<file path="config.mk">
export PLATFORM = sky130hd
export DESIGN_NAME = config_word_loader
export DESIGN_NICKNAME = d
export VERILOG_FILES = /design/src/rtl/config_loader_pkg.sv /design/src/rtl/cfg_phase_timer.sv /design/src/rtl/config_word_loader.sv
export SDC_FILE = /design/constraint.sdc
export NUM_CORES = 1
export LEC_CHECK = 0
export BUFFER_PORTS_ARGS = -buffer_cell sky130_fd_sc_hd__buf_2
export CAP_MARGIN = 10
export CORE_ASPECT_RATIO = 1.4
export CORE_UTILIZATION = 35
export DETAILED_ROUTE_END_ITERATION = 8
export GPL_ROUTABILITY_DRIVEN = 0
export SLEW_MARGIN = 25
export SYNTH_ARGS = -nofsm -noshare
export SYNTH_HDL_FRONTEND = slang
export SYNTH_SLANG_ARGS = --single-unit
export TNS_END_PERCENT = 1
</file>
<file path="constraint.sdc">
create_clock -name clk -period 1.8 [get_ports clk]
set_input_delay 0.27 -clock clk [delete_from_list [all_inputs] [get_ports clk]]
set_output_delay 0.27 -clock clk [all_outputs]
set_load 0.05 [all_outputs]
</file>
<file path="src/rtl/config_loader_pkg.sv">
// Shared definitions for the configuration latch write path: loader states,
// default bus/frame sizes shared with the latch bank, and a width helper.
package config_loader_pkg;

    localparam int DEFAULT_DATA_W    = 32;
    localparam int DEFAULT_NUM_WORDS = 10;

    typedef enum logic [2:0] {
        IDLE,
        WAIT_WORD,
        SETUP,
        STROBE,
        HOLD,
        DONE
    } loader_state_e;

    // Never returns less than 1 so degenerate sizes still yield a legal vector.
    function automatic int clog2(input int value);
        int r;
        r = 0;
        while ((1 << r) < value) begin
            r = r + 1;
        end
        return (r < 1) ? 1 : r;
    endfunction

endpackage

</file>
<file path="src/rtl/cfg_phase_timer.sv">
// Loadable down-counter that times the setup, strobe and hold phases.
// The counter stops at zero and raises zero_o while it sits there.
module cfg_phase_timer #(
    parameter int CNT_W = 1
) (
    input  logic             clk,
    input  logic             reset,
    input  logic             load_i,
    input  logic [CNT_W-1:0] load_val_i,
    output logic             zero_o
);

    logic [CNT_W-1:0] cnt_q;
    logic [CNT_W-1:0] cnt_d;

    always_comb begin
        cnt_d = cnt_q;
        if (load_i) begin
            cnt_d = load_val_i;
        end else if (cnt_q != '0) begin
            cnt_d = cnt_q - CNT_W'(1);
        end
    end

    always_ff @(posedge clk or negedge reset) begin
        if (!reset) begin
            cnt_q <= '0;
        end else begin
            cnt_q <= cnt_d;
        end
    end

    assign zero_o = (cnt_q == '0);

endmodule

</file>
<file path="src/rtl/config_word_loader.sv">
// Write-side controller for the configuration latch bank: accepts a frame of
// words and strobes one registered, one-hot latch enable per word.
module config_word_loader
    import config_loader_pkg::*;
#(
    parameter int DATA_W    = DEFAULT_DATA_W,
    parameter int NUM_WORDS = DEFAULT_NUM_WORDS,
    parameter int SETUP_CYC = 1,
    parameter int PULSE_CYC = 1,
    parameter int HOLD_CYC  = 1
) (
    input  logic                         clk,
    input  logic                         reset,
    input  logic                         io_start,
    input  logic                         io_abort,
    input  logic                         io_in_valid,
    input  logic [DATA_W-1:0]            io_in_data,
    output logic                         io_in_ready,
    output logic [DATA_W-1:0]            io_d_out,
    output logic [NUM_WORDS-1:0]         io_configs_en,
    output logic [clog2(NUM_WORDS)-1:0]  io_word_idx,
    output logic                         io_busy,
    output logic                         io_done
);

    localparam int IDX_W   = clog2(NUM_WORDS);
    localparam int MAX_CYC = (SETUP_CYC > PULSE_CYC)
                           ? ((SETUP_CYC > HOLD_CYC) ? SETUP_CYC : HOLD_CYC)
                           : ((PULSE_CYC > HOLD_CYC) ? PULSE_CYC : HOLD_CYC);
    localparam int CNT_W   = clog2(MAX_CYC + 1);
    localparam logic [IDX_W-1:0] LAST_IDX = IDX_W'(NUM_WORDS - 1);

    loader_state_e        state_q, state_d;
    logic [DATA_W-1:0]    data_q, data_d;
    logic [NUM_WORDS-1:0] en_q, en_d;
    logic [IDX_W-1:0]     idx_q, idx_d;
    logic                 ready_q, ready_d;
    logic                 busy_q, busy_d;
    logic                 done_q, done_d;
    logic                 tmr_load;
    logic [CNT_W-1:0]     tmr_val;
    logic                 tmr_zero;

    cfg_phase_timer #(
        .CNT_W(CNT_W)
    ) u_timer (
        .clk       (clk),
        .reset     (reset),
        .load_i    (tmr_load),
        .load_val_i(tmr_val),
        .zero_o    (tmr_zero)
    );

    // Every output is computed one cycle ahead so it can be driven straight from a flop.
    always_comb begin
        state_d  = state_q;
        data_d   = data_q;
        en_d     = '0;
        idx_d    = idx_q;
        ready_d  = 1'b0;
        busy_d   = busy_q;
        done_d   = 1'b0;
        tmr_load = 1'b0;
        tmr_val  = '0;

        case (state_q)
            IDLE: begin
                if (io_start && !io_abort) begin
                    state_d = WAIT_WORD;
                    idx_d   = '0;
                    busy_d  = 1'b1;
                    ready_d = 1'b1;
                end
            end
            WAIT_WORD: begin
                ready_d = 1'b1;
                if (io_in_valid && ready_q) begin
                    data_d   = io_in_data;
                    state_d  = SETUP;
                    ready_d  = 1'b0;
                    tmr_load = 1'b1;
                    tmr_val  = CNT_W'(SETUP_CYC - 1);
                end
            end
            SETUP: begin
                if (tmr_zero) begin
                    state_d  = STROBE;
                    en_d     = NUM_WORDS'(1) << idx_q;
                    tmr_load = 1'b1;
                    tmr_val  = CNT_W'(PULSE_CYC - 1);
                end
            end
            STROBE: begin
                en_d = en_q;
                if (tmr_zero) begin
                    state_d  = HOLD;
                    en_d     = '0;
                    tmr_load = 1'b1;
                    tmr_val  = CNT_W'(HOLD_CYC - 1);
                end
            end
            HOLD: begin
                if (tmr_zero) begin
                    if (idx_q == LAST_IDX) begin
                        state_d = DONE;
                        done_d  = 1'b1;
                    end else begin
                        state_d = WAIT_WORD;
                        idx_d   = idx_q + IDX_W'(1);
                        ready_d = 1'b1;
                    end
                end
            end
            DONE: begin
                state_d = IDLE;
                busy_d  = 1'b0;
                idx_d   = '0;
            end
            default: begin
                state_d = IDLE;
            end
        endcase

        // Abort overrides whatever the current state decided; the data bus keeps its value.
        if (io_abort && (state_q != IDLE)) begin
            state_d  = IDLE;
            data_d   = data_q;
            en_d     = '0;
            idx_d    = '0;
            ready_d  = 1'b0;
            busy_d   = 1'b0;
            done_d   = 1'b0;
            tmr_load = 1'b0;
        end
    end

    always_ff @(posedge clk or negedge reset) begin
        if (!reset) begin
            state_q <= IDLE;
            data_q  <= '0;
            en_q    <= '0;
            idx_q   <= '0;
            ready_q <= 1'b0;
            busy_q  <= 1'b0;
            done_q  <= 1'b0;
        end else begin
            state_q <= state_d;
            data_q  <= data_d;
            en_q    <= en_d;
            idx_q   <= idx_d;
            ready_q <= ready_d;
            busy_q  <= busy_d;
            done_q  <= done_d;
        end
    end

    assign io_in_ready   = ready_q;
    assign io_d_out      = data_q;
    assign io_configs_en = en_q;
    assign io_word_idx   = idx_q;
    assign io_busy       = busy_q;
    assign io_done       = done_q;

endmodule
</file>
**Yosys cells after proc, flatten, opt, wreduce, memory -nomap -nowiden**

Index checks and enable logic that the tools add are counted.

- Flip-flop bits (word level): 53
- Input bits: 37
- Word-level logic and storage cells: 73

- $add $sub $neg: 2
- Eq/ne operators: 12
- Shift operators: 1
- Multiplexer cells: 36
- Bitwise logic cells: 1
- Reductions and logical operators: 13

Operator list:

| kind | count |
|---|---|
| $mux 10 | 3 |
| $mux 3 | 7 |
| $pmux 10 s2 | 1 |
| $ne 3x3->1 const B | 6 |
| $mux 1 | 16 |
| $mux 4 | 4 |
| $pmux 3 s5 | 1 |
| $pmux 4 s3 | 1 |
| $shl 1x4->10 const A | 1 |
| $eq 3x2->1 const B | 2 |
| $eq 3x3->1 const B | 2 |
| $reduce_bool 3->1 | 2 |
| $reduce_and 5->1 | 1 |
| $add 4x1->4 const B | 1 |
| $eq 4x4->1 const B | 1 |
| $pmux 1 s2 | 2 |
| $reduce_and 4->1 | 1 |
| $reduce_bool 4->1 | 1 |
| $eq 3x1->1 const B | 1 |
| $logic_and 1x1->1 | 3 |
| $logic_not 3->1 | 1 |
| $pmux 1 s3 | 1 |
| $reduce_and 3->1 | 1 |
| $reduce_and 2->1 | 1 |
| 4 further kinds | 4 |

**Depth between registers and ports, before layout**

- Depth in word-level cells: 5
- Depth in mapped cells: 6

**Cells and area by module**

A second synthesis with hierarchy kept.

- Cell total of the unflattened synthesis: 180
- Area total of the unflattened synthesis: 2311.0 um^2

By module, submodules not included:

| module | instances | cells an instance | area an instance (um^2) |
|---|---|---|---|
| config_word_loader | 1 | 177 | 2275.9 |
| cfg_phase_timer | 1 | 3 | 35.0 |

**Worst setup path before layout**

OpenSTA, ideal clock, no wires.

- Kind: register to register
- Start point: register ready_q (netlist: io_in_ready)
- End point: register data_q[10] (netlist: io_d_out[10])
- Data arrival time: 1727 ps
- Required time: 1675 ps
- Setup slack: -51 ps
- Cell stages (with the launch flop): 5
- Period minus slack after synthesis: 1851 ps
- Cells stage by stage: dfrtp_1 -> nand2_1 -> nor4_4 -> buf_6 -> mux2_2

- Word-level cells in the longest chain between the ends: 2

Ends and longest elaborated chain:

| item | line | RTL |
|---|---|---|
| start: declaration | config_word_loader.sv:37 | `logic ready_q, ready_d;` |
| start signal: assignment | config_word_loader.sv:151 | `ready_q <= ready_d;` |
| $logic_and 1x1->1 | config_word_loader.sv:77 | `if (io_in_valid && ready_q) begin` |
| $reduce_and 3->1 (no source line) | n/a |  |
| end signal: assignment | config_word_loader.sv:148 | `data_q <= data_d;` |
| end: declaration | config_word_loader.sv:34 | `logic [DATA_W-1:0] data_q, data_d;` |

Every way passes these cells.
A chain may end at the register's enable or synchronous reset.

**Final worst setup path**

- Start point: register state_q[1]
- End point: register data_q[19] (netlist: io_d_out[19])

- Word-level cells in the longest chain between the ends: 4
- Elaborated cells on any way between the ends: 5

Ends and longest elaborated chain:

| item | line | RTL |
|---|---|---|
| start: declaration | config_word_loader.sv:33 | `loader_state_e state_q, state_d;` |
| start signal: assignment | config_word_loader.sv:147 | `state_q <= state_d;` |
| $reduce_bool 3->1 | config_word_loader.sv:125 | `if (io_abort && (state_q != IDLE)) begin` |
| $logic_and 1x1->1 | config_word_loader.sv:125 |  |
| $not 1->1 (no source line) | n/a |  |
| $reduce_and 3->1 (no source line) * | n/a |  |

Every way passes the cells marked *; elsewhere a longest branch is shown, timed or not.

==> flow_summary.ini <==
[power_and_ir_drop]
total_power_w = 0.00410
combPwrFrac_pct = 43.3
p_sw_share_pct = 43.3
leakagePower_nw = 1.48
p_seq_share_pct = 38.7
internal_power_w = 0.00233
peakVddDrop_mv = 0.451
clkPwrFrac_pct = 18.0
p_sw_w = 0.00178
p_per_area_nw_per_um2 = 1450

[clocking]
clkSlewWorstSetupHoldPaths_ns = 0.08
h-tree-depth = 2
cts-buffers-inserted = 5
post_cts_buffers = 0
cts_num_sinks = 52
cts_max_path_buffers = 2
cts-root-buf = clkbuf_8
clkLatencyLatePin_ns = 0.29
cts_tree = built

[logic_synthesis]
yosysWarningCount = 0
synth-seq-cells = 52
synth_area_per_cell_um2 = 13.9
synthArstFlopShare_pct = 100
synth_compound_area_share_pct = 4.37
synth-xor-area-share_pct = 0.402
yosys.area_share.simple_pct = 11.9
ys.flop_type = dfrtp_1
yosys.area_share.adder_pct = 3.91
synth_top_family_by_area = multiplexers
synth_edf_count = 0
ys_seq_area_share_pct = 59.7
synthMuxAreaShare_pct = 16.5
synthesis.area_um2 = 2180
synth_cell_types = 35
syn_nets = 200
postSynthCellCount = 157

[timing]
setup_tns_ns = 0
slew_headroom_pct = 75.0
setup_violations = 0
fin_crit_sh_pct = 90.3
setup_ws_ns = 0.175
skew_ns = 0.00284
slew_viol_final = 0
rsz0062_at_grt = false
hold_violations = 0
min_period_ns = 1.63
max_freq_mhz = 615
tightest_slew_ns = 0.372

[drt]
via_count = 1552
drc = 0
drt-pass1-iter-count = 5
routedWlPerCell_um = 12.8
drtIter0Drc = 36
via_per_inst = 4.87
ant_nets = 0
wirelength_um = 4080

[place]
pre_cts_ws_ns = 0.197
dpl.cell_count = 312
dp_hpwl_um = 2940
placed_area_um2 = 2710
io_buffers = 85

[critical_path]
crit_type = reg2reg
critical_path_required_ns = 1.98
worstPathCellList = nand2b_2, nor4_4, buf_12, mux2_2
cp_max_fo = 30
critical_path.top_delay_family = simple AND/OR/NAND/NOR gates
end_kind = flop
crit_slowest_cell = dfrtp_1
worst-path-buf-inv = 1
cp.depth = 4
r2r_end = io_d_out[19]
r2r-start = state_q[1]
critPathLaunch = state_q[1]
r2r_cells = 4
critPathMaxStageDelay_ns = 0.39
cp-endpoint = io_d_out[19]
worst_setup_path_start_kind = flop
worstPathArrival_ns = 1.81
rrSetupSlack_ns = 0.17

[grt]
track_usage_pct = 12.7
grt_first_pass_wirelength_um = 6130
grt_max_degree = 42
grt_overflow_total = 0
grt_pass1_vias = 1376
antenna_found_initial = 0

[cells_and_area]
final_area_um2 = 2820
syn2layout_area_growth_pct = 29.6
insertedDiodeCount = 0
instances_no_fill = 319
num-nets-final = 293
n_fill_cell = 544
layout_common_cells = 85 x buf_2, 51 x dfrtp_1, 31 x mux2_2, 8 x nor2_1
drive_gt1_share_pct = 53.8
final_common_cell = buf_2

[die]
io_pins = 86
core_area_um2 = 5950
die_h_um = 95.3
start_util_pct = 36.6
die_w_um = 68.7
dieArea_um2 = 6550
fp-row-count = 33

[run_status]
status = completed

[worst_hold_path]
hold_class = in2reg

[job]
cap_violations = 0
[cells in the mapped netlist (3+ instances only)]
cell type	n	area share [%]
a21oi_1	3	0.69
and2_1	4	1.1
and3_1	6	1.7
buf_2	3	0.69
buf_6	3	1.6
dfrtp_1	52	60
ha_1	6	3.4
inv_1	3	0.52
mux2_2	31	16
nand2_1	5	0.86
nor2_1	8	1.4
nor2b_1	3	0.86
o21ai_0	4	0.92
[power by group through the flow]
stage	Combinational [W]	Sequential [W]	Clock (W)
floorplan	0.000323	0.00265	0
global placement	0.00177	0.00162	0
detailed placement	0.00179	0.00162	0
CTS	0.00179	0.00159	0.000774
finish	0.00178	0.00159	0.000739
global route	0.00187	0.00164	0.000825
[layer usage]
layer | share of wire, % | GRT usage (%)
met1 | 41 | 14.2
met2 | 49 | 21.7
met3 | 9.4 | 4.19
met4 | 1.3 | 5.21
met5 | 0 | 0
[stage by stage]
step / util [%] / hold WS (ns)
2_1_floorplan: - / -0.0256
3_3_place_gp: 45.6 / 0.169
3_5_place_dp: 45.6 / 0.169
4_1_cts: 47.5 / 0.184
5_1_grt: 47.5 / 0.182
6_report: 47.5 / 0.196
[area by class of cell]
cell class | count | area (um^2) | area share [%]
well taps | 70 | 87.6 | 3.10
clock inverters | 1 | 30.0 | 1.06
flip-flops and latches | 52 | 1300 | 46.1
repair buffers | 93 | 513 | 18.2
inverters | 3 | 11.3 | 0.399
clock buffers | 5 | 68.8 | 2.44
multi-input cells | 95 | 810 | 28.7
[sequential cells by signal, summed over array words and instances (netlist names)]
name           count
io_in_ready        1
io_done            1
io_word_idx        4
state_q            3
io_busy            1
io_d_out          32
io_configs_en     10
[worst min-delay path by stage]
stage | start | end | slack, ns | cells past startpoint
finish | io_in_data[7] | io_d_out[7] | 0.20 | 2
global route | io_in_data[12] | io_d_out[12] | 0.18 | 2
CTS | io_in_data[7] | io_d_out[7] | 0.18 | 2
detailed placement | reset | io_d_out[24] | 0.17 | 1
global placement | reset | io_d_out[10] | 0.17 | 1
floorplan | reset | io_busy | -0.03 | 0
[logic make-up (layout without fill, tap and decap cells)]
logic type | count (synthesis) | count (layout)
and+or+nand+nor | 41 | 41
buffers and inverters | 10 | 102
AOI/OAI and AO/OA | 14 | 14
muxes | 32 | 32
adders and majority gates | 7 | 7
DFF | 52 | 52
xor gates and xnor gates | 1 | 1
[timing repair]
| item | CTS | global route |
|---|---|---|
| endpoints found under the setup margin | 0 | 0 |
| resized for setup | 0 | 0 |
| hold buffers | 1 | 0 |
| endpoints found under the hold margin | 11 | 0 |
No activity file was read; power rests on OpenSTA's default activity.
